### config.mk
export PLATFORM = sky130hd
export DESIGN_NAME = maxpool2d
export DESIGN_NICKNAME = d
export VERILOG_FILES = /design/src/rtl/maxpool2d_pkg.sv /design/src/rtl/maxpool2d_max_window.sv /design/src/rtl/maxpool2d.sv
export SDC_FILE = /design/constraint.sdc
export NUM_CORES = 1
export LEC_CHECK = 0
export ABC_AREA = 1
export ABC_CLOCK_PERIOD_IN_PS = 6800
export BUFFER_PORTS_ARGS = -buffer_cell sky130_fd_sc_hd__buf_2
export CAP_MARGIN = 20
export CORE_ASPECT_RATIO = 1.1
export CORE_MARGIN = 1
export CORE_UTILIZATION = 50
export CTS_CLUSTER_DIAMETER = 100
export CTS_CLUSTER_SIZE = 14
export DETAILED_ROUTE_END_ITERATION = 10
export HOLD_SLACK_MARGIN = 0.05
export PLACE_DENSITY = 0.77
export SLEW_MARGIN = 10
export SYNTH_ARGS = -nofsm -noshare
export SYNTH_HDL_FRONTEND = slang
export SYNTH_SLANG_ARGS = --single-unit
export TNS_END_PERCENT = 5
### constraint.sdc
create_clock -name clock -period 6.8 [get_ports clock]
set_clock_uncertainty 0.15 [all_clocks]
set_input_delay 1.36 -clock clock [delete_from_list [all_inputs] [get_ports clock]]
set_output_delay 1.36 -clock clock [all_outputs]
set_load 0.01 [all_outputs]
### src/rtl/maxpool2d_pkg.sv
// cnn_pkg: shared types and helpers for the CNN pooling stage.
package cnn_pkg;
  typedef enum logic {IDLE, SCAN} pool_state_t;
  function automatic int out_side(input int size, input int pool);
    return size / pool;
  endfunction
endpackage

### src/rtl/maxpool2d_max_window.sv
// max_window: signed maximum of one POOLxPOOL window, purely combinational.
module max_window #(
  parameter int POOL = 2,
  parameter int WIDTH_BIT = 8
) (
  input  logic signed [WIDTH_BIT-1:0] win [POOL-1:0][POOL-1:0],
  output logic signed [WIDTH_BIT-1:0] max_out
);
  always_comb begin
    max_out = win[0][0];
    for (int a = 0; a < POOL; a++)
      for (int b = 0; b < POOL; b++)
        max_out = (win[a][b] > max_out) ? win[a][b] : max_out;
  end
endmodule

### src/rtl/maxpool2d.sv
// maxpool2d: snapshots the conv output and writes one pooled element per clock.
module maxpool2d
  import cnn_pkg::*;
#(
  parameter int SIZE = 6,
  parameter int POOL = 2,
  parameter int WIDTH_BIT = 8,
  localparam int OSIZE = out_side(SIZE, POOL)
) (
  input  logic clock,
  input  logic nreset,
  input  logic start,
  input  logic signed [WIDTH_BIT-1:0] inpMatrixI [SIZE-1:0][SIZE-1:0],
  output logic signed [WIDTH_BIT-1:0] poolOut [OSIZE-1:0][OSIZE-1:0],
  output logic busy,
  output logic done
);
  localparam int CW = (OSIZE > 1) ? $clog2(OSIZE) : 1;
  localparam int IW = (SIZE > 1) ? $clog2(SIZE) : 1;
  pool_state_t state;
  logic [CW-1:0] r, c;
  logic signed [WIDTH_BIT-1:0] snap [SIZE-1:0][SIZE-1:0];
  logic signed [WIDTH_BIT-1:0] win [POOL-1:0][POOL-1:0];
  logic signed [WIDTH_BIT-1:0] max_out;
  logic [IW-1:0] row_base, col_base;
  assign row_base = IW'(int'(r) * POOL);
  assign col_base = IW'(int'(c) * POOL);
  always_comb
    for (int a = 0; a < POOL; a++)
      for (int b = 0; b < POOL; b++)
        win[a][b] = snap[row_base + IW'(a)][col_base + IW'(b)];
  max_window #(.POOL(POOL), .WIDTH_BIT(WIDTH_BIT)) u_max (
    .win(win),
    .max_out(max_out)
  );
  always_ff @(posedge clock or negedge nreset) begin
    if (!nreset) begin
      state <= IDLE;
      r <= '0;
      c <= '0;
      busy <= 1'b0;
      done <= 1'b0;
      snap <= '{default: '0};
      poolOut <= '{default: '0};
    end else begin
      done <= 1'b0;
      case (state)
        IDLE: if (start) begin
          snap <= inpMatrixI;
          r <= '0;
          c <= '0;
          busy <= 1'b1;
          state <= SCAN;
        end
        SCAN: begin
          poolOut[r][c] <= max_out;
          if (c == CW'(OSIZE - 1)) begin
            c <= '0;
            if (r == CW'(OSIZE - 1)) begin
              r <= '0;
              busy <= 1'b0;
              done <= 1'b1;
              state <= IDLE;
            end else r <= r + 1'b1;
          end else c <= c + 1'b1;
        end
        default: state <= IDLE;
      endcase
    end
  end
endmodule
* After elaboration in Yosys (flattened, before gate mapping)
Cells that the tools add are included.
** Word-level totals
- Bits in registers :: 367
- Input port bits :: 291
- Output and inout port bits :: 74
- Logic and storage cells :: 113
** Operators by class
- $add $sub $neg :: 4
- Magnitude comparators :: 11
- Equality and inequality tests :: 5
- Multiplexer cells :: 37
- Bitwise operators :: 1
- Reductions and logical operators :: 5
** Operators by type and width (count)
- binary-select mux 48 bit (select 3 bit) :: 1
- binary-select mux 48 bit (select 2 bit) :: 1
- two-way mux 48 bit :: 2
- bitwise mux 72 bit :: 1
- two-way mux 8 bit :: 8
- binary-select mux 8 bit (select 3 bit) :: 2
- demux 24 bit (select 2 bit) :: 1
- binary-select mux 8 bit (select 2 bit) :: 2
- greater-than comparator 8 bit :: 3
- two-way mux 24 bit :: 1
- demux 8 bit (select 2 bit) :: 1
- < comparator 3 x 4 -> 1 bit, second input constant :: 4
- two-way mux 1 bit :: 9
- two-way mux 2 bit :: 4
- one-hot mux 2 bit (2 select lines) :: 2
- adder 3 x 1 -> 3 bit, second input constant :: 2
- < comparator 2 x 3 -> 1 bit, second input constant :: 2
- adder 2 x 1 -> 2 bit, second input constant :: 2
- equality test 2 bit, second input constant :: 2
- >= comparator 2 x 1 -> 1 bit, second input constant :: 2
- != test 2 x 1 -> 1 bit, second input constant :: 2
- one-hot mux 1 bit (2 select lines) :: 2
- AND reduction 2 bit :: 2
- AND reduction 3 bit :: 1
- 3 further kinds :: 4

* Depth between registers and ports, before layout
Gate-level depths: netlist of the first run.
- Depth in word-level cells :: 11
- Gate-level depth with buffers :: 50

* By module
From an unflattened synthesis of the first run, not the netlist that was laid out.
** Second synthesis, totals
- Cell total of the unflattened synthesis :: 1661
- Area, all modules :: 17217.8 um^2
** Modules (own cells, without submodules)
- maxpool2d :: times used 1, cells each 1481, area an instance 16134.2 um^2, sequential area each 9183.8 um^2
- max_window :: times used 1, cells each 180, area an instance 1083.5 um^2, sequential area each 0.0 um^2

* Worst setup path after synthesis of the first run
OpenSTA, ideal clock, no wires.
- Kind :: register -> register
- Start point :: register r[0]
- End point :: register poolOut[14] in the netlist's numbering
- Data arrival time :: 6.163 ns
- Required time :: 6.584 ns
- Path slack :: 0.421 ns
- Stages on the path, launching flop included :: 42
- Path buffers :: 6
- Clock period less this slack :: 6.379 ns
- Path through :: dfrtp_1 -> nor2_2 -> buf_2 -> clkbuf_1 -> clkbuf_1 -> nand2_1 -> nand3_1 -> a21oi_1 -> ha_1 -> a21oi_1 -> nor2_1 -> nor2_1 -> nand3_1 -> nand3_1 -> buf_2 -> inv_1 -> o21ai_0 -> inv_1 -> [6 not listed] -> nand2_4 -> nand2_1 -> and2_1 -> ha_1 -> inv_1 -> o21bai_1 -> a21oi_1 -> nor2_1 -> nor2_1 -> nor2_1 -> o41ai_1 -> o21ai_0 -> nand2_1 -> buf_1 -> or2_2 -> buf_1 -> nand3_1 -> nand2_1
** On the way
- Word-level cells in the longest chain between the ends :: 11
** Ends and longest elaborated chain
- start: declaration :: line maxpool2d.sv:21 : logic [CW-1:0] r, c;
- start signal: assignment :: line maxpool2d.sv:64 : end else r <= r + 1'b1;
- binary-select mux 48 bit (select 2 bit) :: line maxpool2d.sv:31 : win[a][b] = snap[row_base + IW'(a)][col_base + IW'(b)];
- two-way mux 48 bit (implied by the code) :: line maxpool2d.sv:31
- binary-select mux 8 bit (select 3 bit) or binary-select mux 8 bit (select 2 bit) (tied branches) :: line maxpool2d.sv:31
- two-way mux 8 bit (implied by the code) :: line maxpool2d.sv:31
- greater-than comparator 8 bit :: line maxpool2d_max_window.sv:13 : max_out = (win[a][b] > max_out) ? win[a][b] : max_out;
- two-way mux 8 bit :: line maxpool2d_max_window.sv:13
- greater-than comparator 8 bit :: line maxpool2d_max_window.sv:13
- two-way mux 8 bit :: line maxpool2d_max_window.sv:13
- greater-than comparator 8 bit :: line maxpool2d_max_window.sv:13
- two-way mux 8 bit :: line maxpool2d_max_window.sv:13
- bitwise mux 72 bit (*) :: line maxpool2d.sv:56 : poolOut[r][c] <= max_out;
- end signal: indexed assignment :: line maxpool2d.sv:56
- end: declaration :: line maxpool2d.sv:14 : output logic signed [WIDTH_BIT-1:0] poolOut [OSIZE-1:0][OSIZE-1:0],
Every way passes the cells marked *; elsewhere a longest branch is shown, timed or not. The select of a mux whose other input is x is not followed.
A chain may end at the register's enable or synchronous reset.

* Worst setup path after layout of the first run
- Start point :: register r[1]
- End point :: register poolOut[4] in the netlist's numbering
Same word-level chain as after synthesis.

==> summary.txt, run 1 <==
Run status
  • Status: completed

Yosys
  • Syn Nets: 1,982
  • Unique masters post-synth: 29
  • Avg Cell Area, Syn: ~10 sq um
  • YS warnings: 0
  • Cell taking the most area after synthesis: dfrtp_1
  • Syn Inst Count: 1,669
  • Number of synthesized flops with an enable pin: 0
  • Top post-synthesis cells by area: dfrtp_1 54%, mux2_2 19%, nand2_1 12%, nand3_1 6.3%, ha_1 1.6%
  • Cell with the most instances after synthesis: nand2_1
  • Synth Flop Type: dfrtp_1
  • Register area share after synthesis: 0.543
  • Synth top area share: 0.543
  • Seq cells post-synth: about 370
  • Mapped cell area: 16,900 sq um
  • Top cells by count, synth: 563 x nand2_1, 367 x dfrtp_1, 288 x mux2_2
  • Async set-or-reset flop fraction in the synthesized netlist: 1.00

Worst setup path
  • CP Max Fanout: 31
  • CP most frequent cell: nand2_1
  • Crit path largest cell delay: between 400 and 500 ps
  • Worst setup path category: reg -> reg
  • Worst EP arrival: between 6000 and 7000 ps
  • Crit. End Element: flip-flop
  • Reg2reg start: r[1]$_DFFE_PN0P_
  • WP data required: 7110 ps
  • R2R Setup Slk: approximately 510 ps
  • Slowest cell on crit path: dfrtp_1
  • Worst r2r dst: poolOut[4]$_DFFE_PN0P_
  • Startpoint Class: flip-flop
  • Reg2Reg Depth: 42

STA
  • Worst Tran Pin Value: 975 ps
  • Finish-stage setup viols: 0
  • Hold Violations, Final: 0
  • Max-slew headroom: 0.350
  • Final min period: 6290 ps
  • Tcrit/Tclk final: 0.925
  • Max Freq: between 150 and 200 MHz
  • Fin. max-slew vios: 0

CTS
  • Cts bufs inserted: 30
  • H-tree Lvls: 1
  • Clock root cell: clkbuf_16
  • Deepest clock path buffer count: 3
  • Cts hold-fix bufs: 0
  • CTS tree: built
  • TritonCTS Sinks: 367
  • Clk pin slew, worst setup/hold paths: 70 ps
  • Clk_lat worst skew: around 570 ps

Routing
  • Top Metal Used: met5
  • Initial drt markers: 1,181
  • Met2 routed wirelength: about 24,000 um
  • Via count: around 14,000
  • WL/cell: 19.5 um
  • Routed WL: 48,600 um
  • First-pass DRT Iterations: 5
  • Met1 wire length: just under 20,000 um
  • Post-route ant nets: 0
  • Met3 WL: about 3700 um
  • Vias per cell: 5.46
  • Remaining DRCs: 0

Flow run
  • Max_cap viols: 0

Placed design
  • Placer Congestion: 0.928
  • Buffers added on ports: 364
  • Area after DPL: just under 20,000 sq um
  • Dpl hpwl: around 34,000 um

Final layout
  • Layout cell share with drive strength beyond 1: 0.374
  • Finished Cell Area: between 20,000 and 25,000 sq um
  • Syn-to-layout area delta: 20.0%
  • Net count, final: 2,341
  • Final design utilization: 0.610

Floorplan
  • Area of the core: ~33,000 sq um
  • Die width: ~180 um
  • Initial Util: 0.508
  • Die ar.: 34,600 sq um
  • I/O pin count: approximately 370
  • Die H: 195 um
  • Row cnt: 70

Global routing
  • Largest net degree at the start of global routing: 170
  • Initial antenna violation count: 35
  • Vias in the first global route: between 10,000 and 15,000
  • Tot GR Track Use: 0.277
  • Global route overflow: 0
  • First-pass GRT wire length: approximately 73,000 um

Hold path
  • Min-delay src: poolOut[38]$_DFFE_PN0P_
  • Worst hold path class: reg -> reg
  • Hold depth: 2
  • Worst Hold End: poolOut[38]$_DFFE_PN0P_
[worst max path at each step]
stage	start	endpoint	slack, ps	depth (start not counted)
CTS	r[0]$_DFFE_PN0P_	poolOut[9]$_DFFE_PN0P_	180	41
global placement	r[0]$_DFFE_PN0P_	poolOut[65]$_DFFE_PN0P_	390	42
floorplan	r[0]$_DFFE_PN0P_	poolOut[14]$_DFFE_PN0P_	420	41
detailed placement	r[0]$_DFFE_PN0P_	poolOut[9]$_DFFE_PN0P_	210	41
global route	r[0]$_DFFE_PN0P_	poolOut[68]$_DFFE_PN0P_	-20	43
finish	r[1]$_DFFE_PN0P_	poolOut[4]$_DFFE_PN0P_	510	42
[cell usage in the layout, fill, tap and decap left out]
master / Yosys / layout
nand2_1: 563 / 561
a21o_1: 1 / 1
nand3b_1: 1 / 1
a21oi_1: 13 / 13
a22o_1: 7 / 7
nand2_2: 2 / 3
nand3_2: 8 / 8
nor2_4: 2 / 6
nand2_4: 1 / 2
clkbuf_16: 0 / 32
nor2_1: 31 / 28
buf_12: 0 / 7
inv_2: 4 / 4
o21ai_1: 0 / 4
nand4_1: 2 / 2
or4_1: 1 / 1
ha_1: 22 / 22
buf_8: 0 / 1
clkinv_8: 0 / 1
or2_2: 7 / 7
buf_2: 14 / 363
and2_1: 7 / 7
buf_6: 0 / 2
dfrtp_1: 367 / 367
diode_2: 0 / 27
clkinv_1: 3 / 3
o21ai_0: 11 / 7
inv_1: 32 / 32
nand3_1: 212 / 212
buf_4: 2 / 34
o21bai_1: 1 / 1
o41ai_1: 1 / 1
mux2_2: 288 / 288
[state kept, by name, indices dropped and copies added, names as in the netlist]
register / cells
snap: 288
done: 1
state: 1
c: 2
poolOut: 72
busy: 1
r: 2
[cells by family after synthesis]
group           Yosys count  synth area share
simple gates            838             0.209
buf+inv                 120            0.0281
compound gates           34            0.0121
fa+ha+maj                22            0.0163
mux                     288             0.192
flops                   367             0.543
[through the flow]
step                hold slack (ps)  worst slack, ps  instances  TNS [ps]
floorplan                       330              421       1669         0
global placement                304              391       2413         0
detailed placement              312              210       2413         0
CTS                             329              177       2445         0
global route                    356            -19.1       2483     -50.4
finish                          324              507       2487         0
[layer usage]
layer	track usage	vias up
met1	0.351	6637
met3	0.0659	104
met4	0.112	14
li1	-	6287
met5	0	-
met2	0.454	535
[timing repair]
action                     in CTS  in global routing
setup buffers                   0                 14
setup endpoints to repair       0                 72
resized for setup               0                  7
[area by class of cell]
class	count	area, sq um
Inverter	39	146
Timing Repair Buffer	408	2270
Tap cell	432	541
Multi-Input combinational cell	1182	7300
Sequential cell	367	9180
Clock inverter	1	16.3
Antenna cell	27	67.6
Clock buffer	31	776
Fill cell	2789	13000
[critical path: cells and delay by family (launching register included)]
kind                     cells  cell delay [ps]
AND/OR/NAND/NOR             26             2540
AO/OA/AOI/OAI                7             1310
adder cells (fa/ha/maj)      3              900
buffers and inverters        6              770
flip-flops                   1              460
Power of run 1 is left out: the tool's default activity adds up to more than one toggle a clock period on the data nets, which glitch-free logic cannot reach.
==> inputs of run 2 (changes only) <==
--- a/config.mk
+++ b/config.mk
@@ -6,17 +6,17 @@
 export NUM_CORES = 1
 export LEC_CHECK = 0
 export ABC_AREA = 1
-export ABC_CLOCK_PERIOD_IN_PS = 6800
 export BUFFER_PORTS_ARGS = -buffer_cell sky130_fd_sc_hd__buf_2
 export CAP_MARGIN = 20
 export CORE_ASPECT_RATIO = 1.1
 export CORE_MARGIN = 1
-export CORE_UTILIZATION = 50
+export CORE_UTILIZATION = 55
 export CTS_CLUSTER_DIAMETER = 100
 export CTS_CLUSTER_SIZE = 14
 export DETAILED_ROUTE_END_ITERATION = 10
 export HOLD_SLACK_MARGIN = 0.05
-export PLACE_DENSITY = 0.77
+export MAX_ROUTING_LAYER = met4
+export PLACE_DENSITY = 0.81
 export SLEW_MARGIN = 10
 export SYNTH_ARGS = -nofsm -noshare
 export SYNTH_HDL_FRONTEND = slang
==> constraint.sdc (replaced) <==
create_clock -name clock -period 5.9 [get_ports clock]
set_clock_uncertainty 0.15 [all_clocks]
set_input_delay 1.18 -clock clock [delete_from_list [all_inputs] [get_ports clock]]
set_output_delay 1.18 -clock clock [all_outputs]
set_load 0.01 [all_outputs]
==> summary.txt, run 2 (synthesized netlist as in run 1, its figures left out) <==
Worst setup path
  • Crit. End Element: flip-flop
  • Crit path largest cell delay: 440 ps (-20 ps)
  • Worst EP arrival: 6470 ps (-130 ps)
  • Reg2reg start: r[1]$_DFFE_PN0P_
  • WP data required: 6190 ps (-920 ps)
  • Worst r2r dst: poolOut[1]$_DFFE_PN0P_
  • R2R Setup Slk: -280 ps (-780 ps)
  • Worst setup path category: reg -> reg
  • CP top delay family: simple AND/OR/NAND/NOR gates
  • CP Max Fanout: 12 (-61%)
  • Startpoint Class: flip-flop
  • Slowest cell on crit path: dfrtp_2
  • Reg2Reg Depth: 44 (+4.8%)
  • Buffers & Inverters on Critical Path: 8 (+2)
  • CP most frequent cell: nand2_1

CTS
  • CTS tree: built
  • Cts hold-fix bufs: 0 (unchanged)
  • Deepest clock path buffer count: 3 (unchanged)
  • Cts bufs inserted: 30 (unchanged)
  • Clock root cell: clkbuf_16
  • Clk pin slew, worst setup/hold paths: 70 ps (about the same)
  • H-tree Lvls: 1 (unchanged)
  • Clk_lat worst skew: 560 ps (about the same)
  • TritonCTS Sinks: 367 (unchanged)

STA
  • PnR worst setup slack: -277 ps (-784 ps)
  • Hold Violations, Final: 0 (unchanged)
  • Max Freq: 162 MHz (+1.9%)
  • Final min period: 6180 ps (-116 ps)
  • Fin. max-slew vios: 0 (unchanged)
  • Worst Tran Pin Value: 1130 ps (+160 ps)
  • RSZ-0062 raised after global routing: true
  • Tcrit/Tclk final: 1.05 (+0.122)
  • Max-slew headroom: 0.244 (-0.106)
  • Finish-stage setup viols: 72 (+72)

Routing
  • Routed WL: 50,800 um (+4.5%)
  • Vias per cell: 5.64 (+3.3%)
  • Post-route ant nets: 0 (unchanged)
  • Remaining DRCs: 0 (unchanged)
  • Via count: 14,300 (+5.0%)
  • First-pass DRT Iterations: 5 (unchanged)
  • Initial drt markers: 1,254 (+6.2%)
  • WL/cell: 20.1 um (+2.8%)

Placed design
  • Placer Congestion: 0.912 (-1.8%)
  • Placed cell count: 2,408 (-0.21%)
  • Dpl hpwl: 33,300 um (-2.4%)
  • Buffers added on ports: 364 (unchanged)

Global routing
  • Initial antenna violation count: 36 (+2.9%)
  • Largest net degree at the start of global routing: 140 (-18%)
  • Global route overflow: 0 (unchanged)
  • Vias in the first global route: 13,600 (+0.10%)
  • Tot GR Track Use: 0.306 (+0.0292)
  • First-pass GRT wire length: 72,100 um (-1.9%)

Floorplan
  • Die H: 186 um (-4.6%)
  • Area of the core: 30,300 sq um (-8.8%)
  • Die ar.: 31,500 sq um (-9.0%)
  • Initial Util: 0.558 (+0.0492)
  • I/O pin count: 365 (unchanged)
  • Die width: 169 um (-4.6%)
  • Row cnt: 67 (-4.3%)

Final layout
  • Net count, final: 2,387 (+2.0%)
  • Syn-to-layout area delta: 26.3%
  • Layout cell share with drive strength beyond 1: 0.417 (+0.0433)
  • Commonest non-fill, non-tap cell in the layout: nand2_1
  • Most frequent cells in the layout: 551 x nand2_1, 365 x dfrtp_1, 363 x buf_2, 288 x mux2_2, 195 x nand3_1
  • Max FFs per register: 288 (unchanged)
  • Top reg by flops: snap
  • Top flop regs: snap: 288 flops, poolOut: 72 flops
  • Non-Filler Instances: 2,528 (+1.6%)
  • Final design utilization: 0.704 (+0.0941)

Run status
  • Violated checks: setup timing
  • Status: finished with violations

Hold path
  • Worst Hold End: busy$_DFFE_PN0P_
  • Worst hold path class: reg -> reg
  • Hold depth: 2 (unchanged)
  • Min-delay src: busy$_DFFE_PN0P_

Flow run
  • Max_cap viols: 0 (unchanged)
## run 2: cell types whose count changed in the layout (fill, tap and decap cells not counted), moves of 10 or more
cell | before | now
diode_2 | 27 | 40
nand2_1 | 561 | 551
buf_4 | 34 | 46
nand3_4 | 0 | 11
or2_4 | 0 | 14
nand3_2 | 8 | 18
nand3_1 | 212 | 195
## run 2: area by class of cell
class | count | area [sq um]
Clock inverter | 1 | 16.3
Inverter | 39 | 146
Tap cell | 414 | 518
Fill cell | 2229 | 8980
Timing Repair Buffer | 443 | 2830
Multi-Input combinational cell | 1193 | 7800
Antenna cell | 40 | 100
Clock buffer | 31 | 776
Sequential cell | 367 | 9190
## run 2: worst min-delay path, delay by kind of cell (launching register included)
| family | cells | cell delay (ps) |
|---|---|---|
| flip-flops | 1 | 340 |
| AND/OR/NAND/NOR | 2 | 90 |
## run 2: timing repair
action / in CTS / in global routing
gates resized for setup: 26 / 81
setup buffers: 1 / 24
endpoints found under the setup margin: 72 / 72
gates cloned: 1 / 23
pin swaps: 2 / 34
## run 2: how the worst max path moves through the flow
stage               cells after the start                 endpoint  slack [ps]             start
finish                                 44   poolOut[1]$_DFFE_PN0P_        -280  r[1]$_DFFE_PN0P_
global route                           43   poolOut[1]$_DFFE_PN0P_        -610  r[1]$_DFFE_PN0P_
CTS                                    40   poolOut[2]$_DFFE_PN0P_           2  r[1]$_DFFE_PN0P_
detailed placement                     41  poolOut[39]$_DFFE_PN0P_        -170  r[1]$_DFFE_PN0P_
global placement                       39  poolOut[47]$_DFFE_PN0P_         -20  r[1]$_DFFE_PN0P_
floorplan                              41  poolOut[23]$_DFFE_PN0P_          20  r[0]$_DFFE_PN0P_
## run 2: metal layers
layer | track usage | up-vias | wire length (um)
met5 | - | - | 0
met4 | 0.131 | 0 | 2280
met3 | 0.0529 | 163 | 3720
met2 | 0.491 | 669 | 24800
met1 | 0.385 | 7015 | 20000
li1 | - | 6414 | -
## run 2: per-stage QoR
step	hold WS (ps)	worst slack (ps)	instance area (sq um)	TNS [ps]
2_1_floorplan	330	20.5	16900	0
3_3_place_gp	302	-18.8	19400	-140
3_5_place_dp	305	-166	19400	-9530
4_1_cts	321	1.62	20400	0
5_1_grt	351	-612	21400	-39270
6_report	315	-277	21400	-15720
Power of run 2 is left out for the same reason.
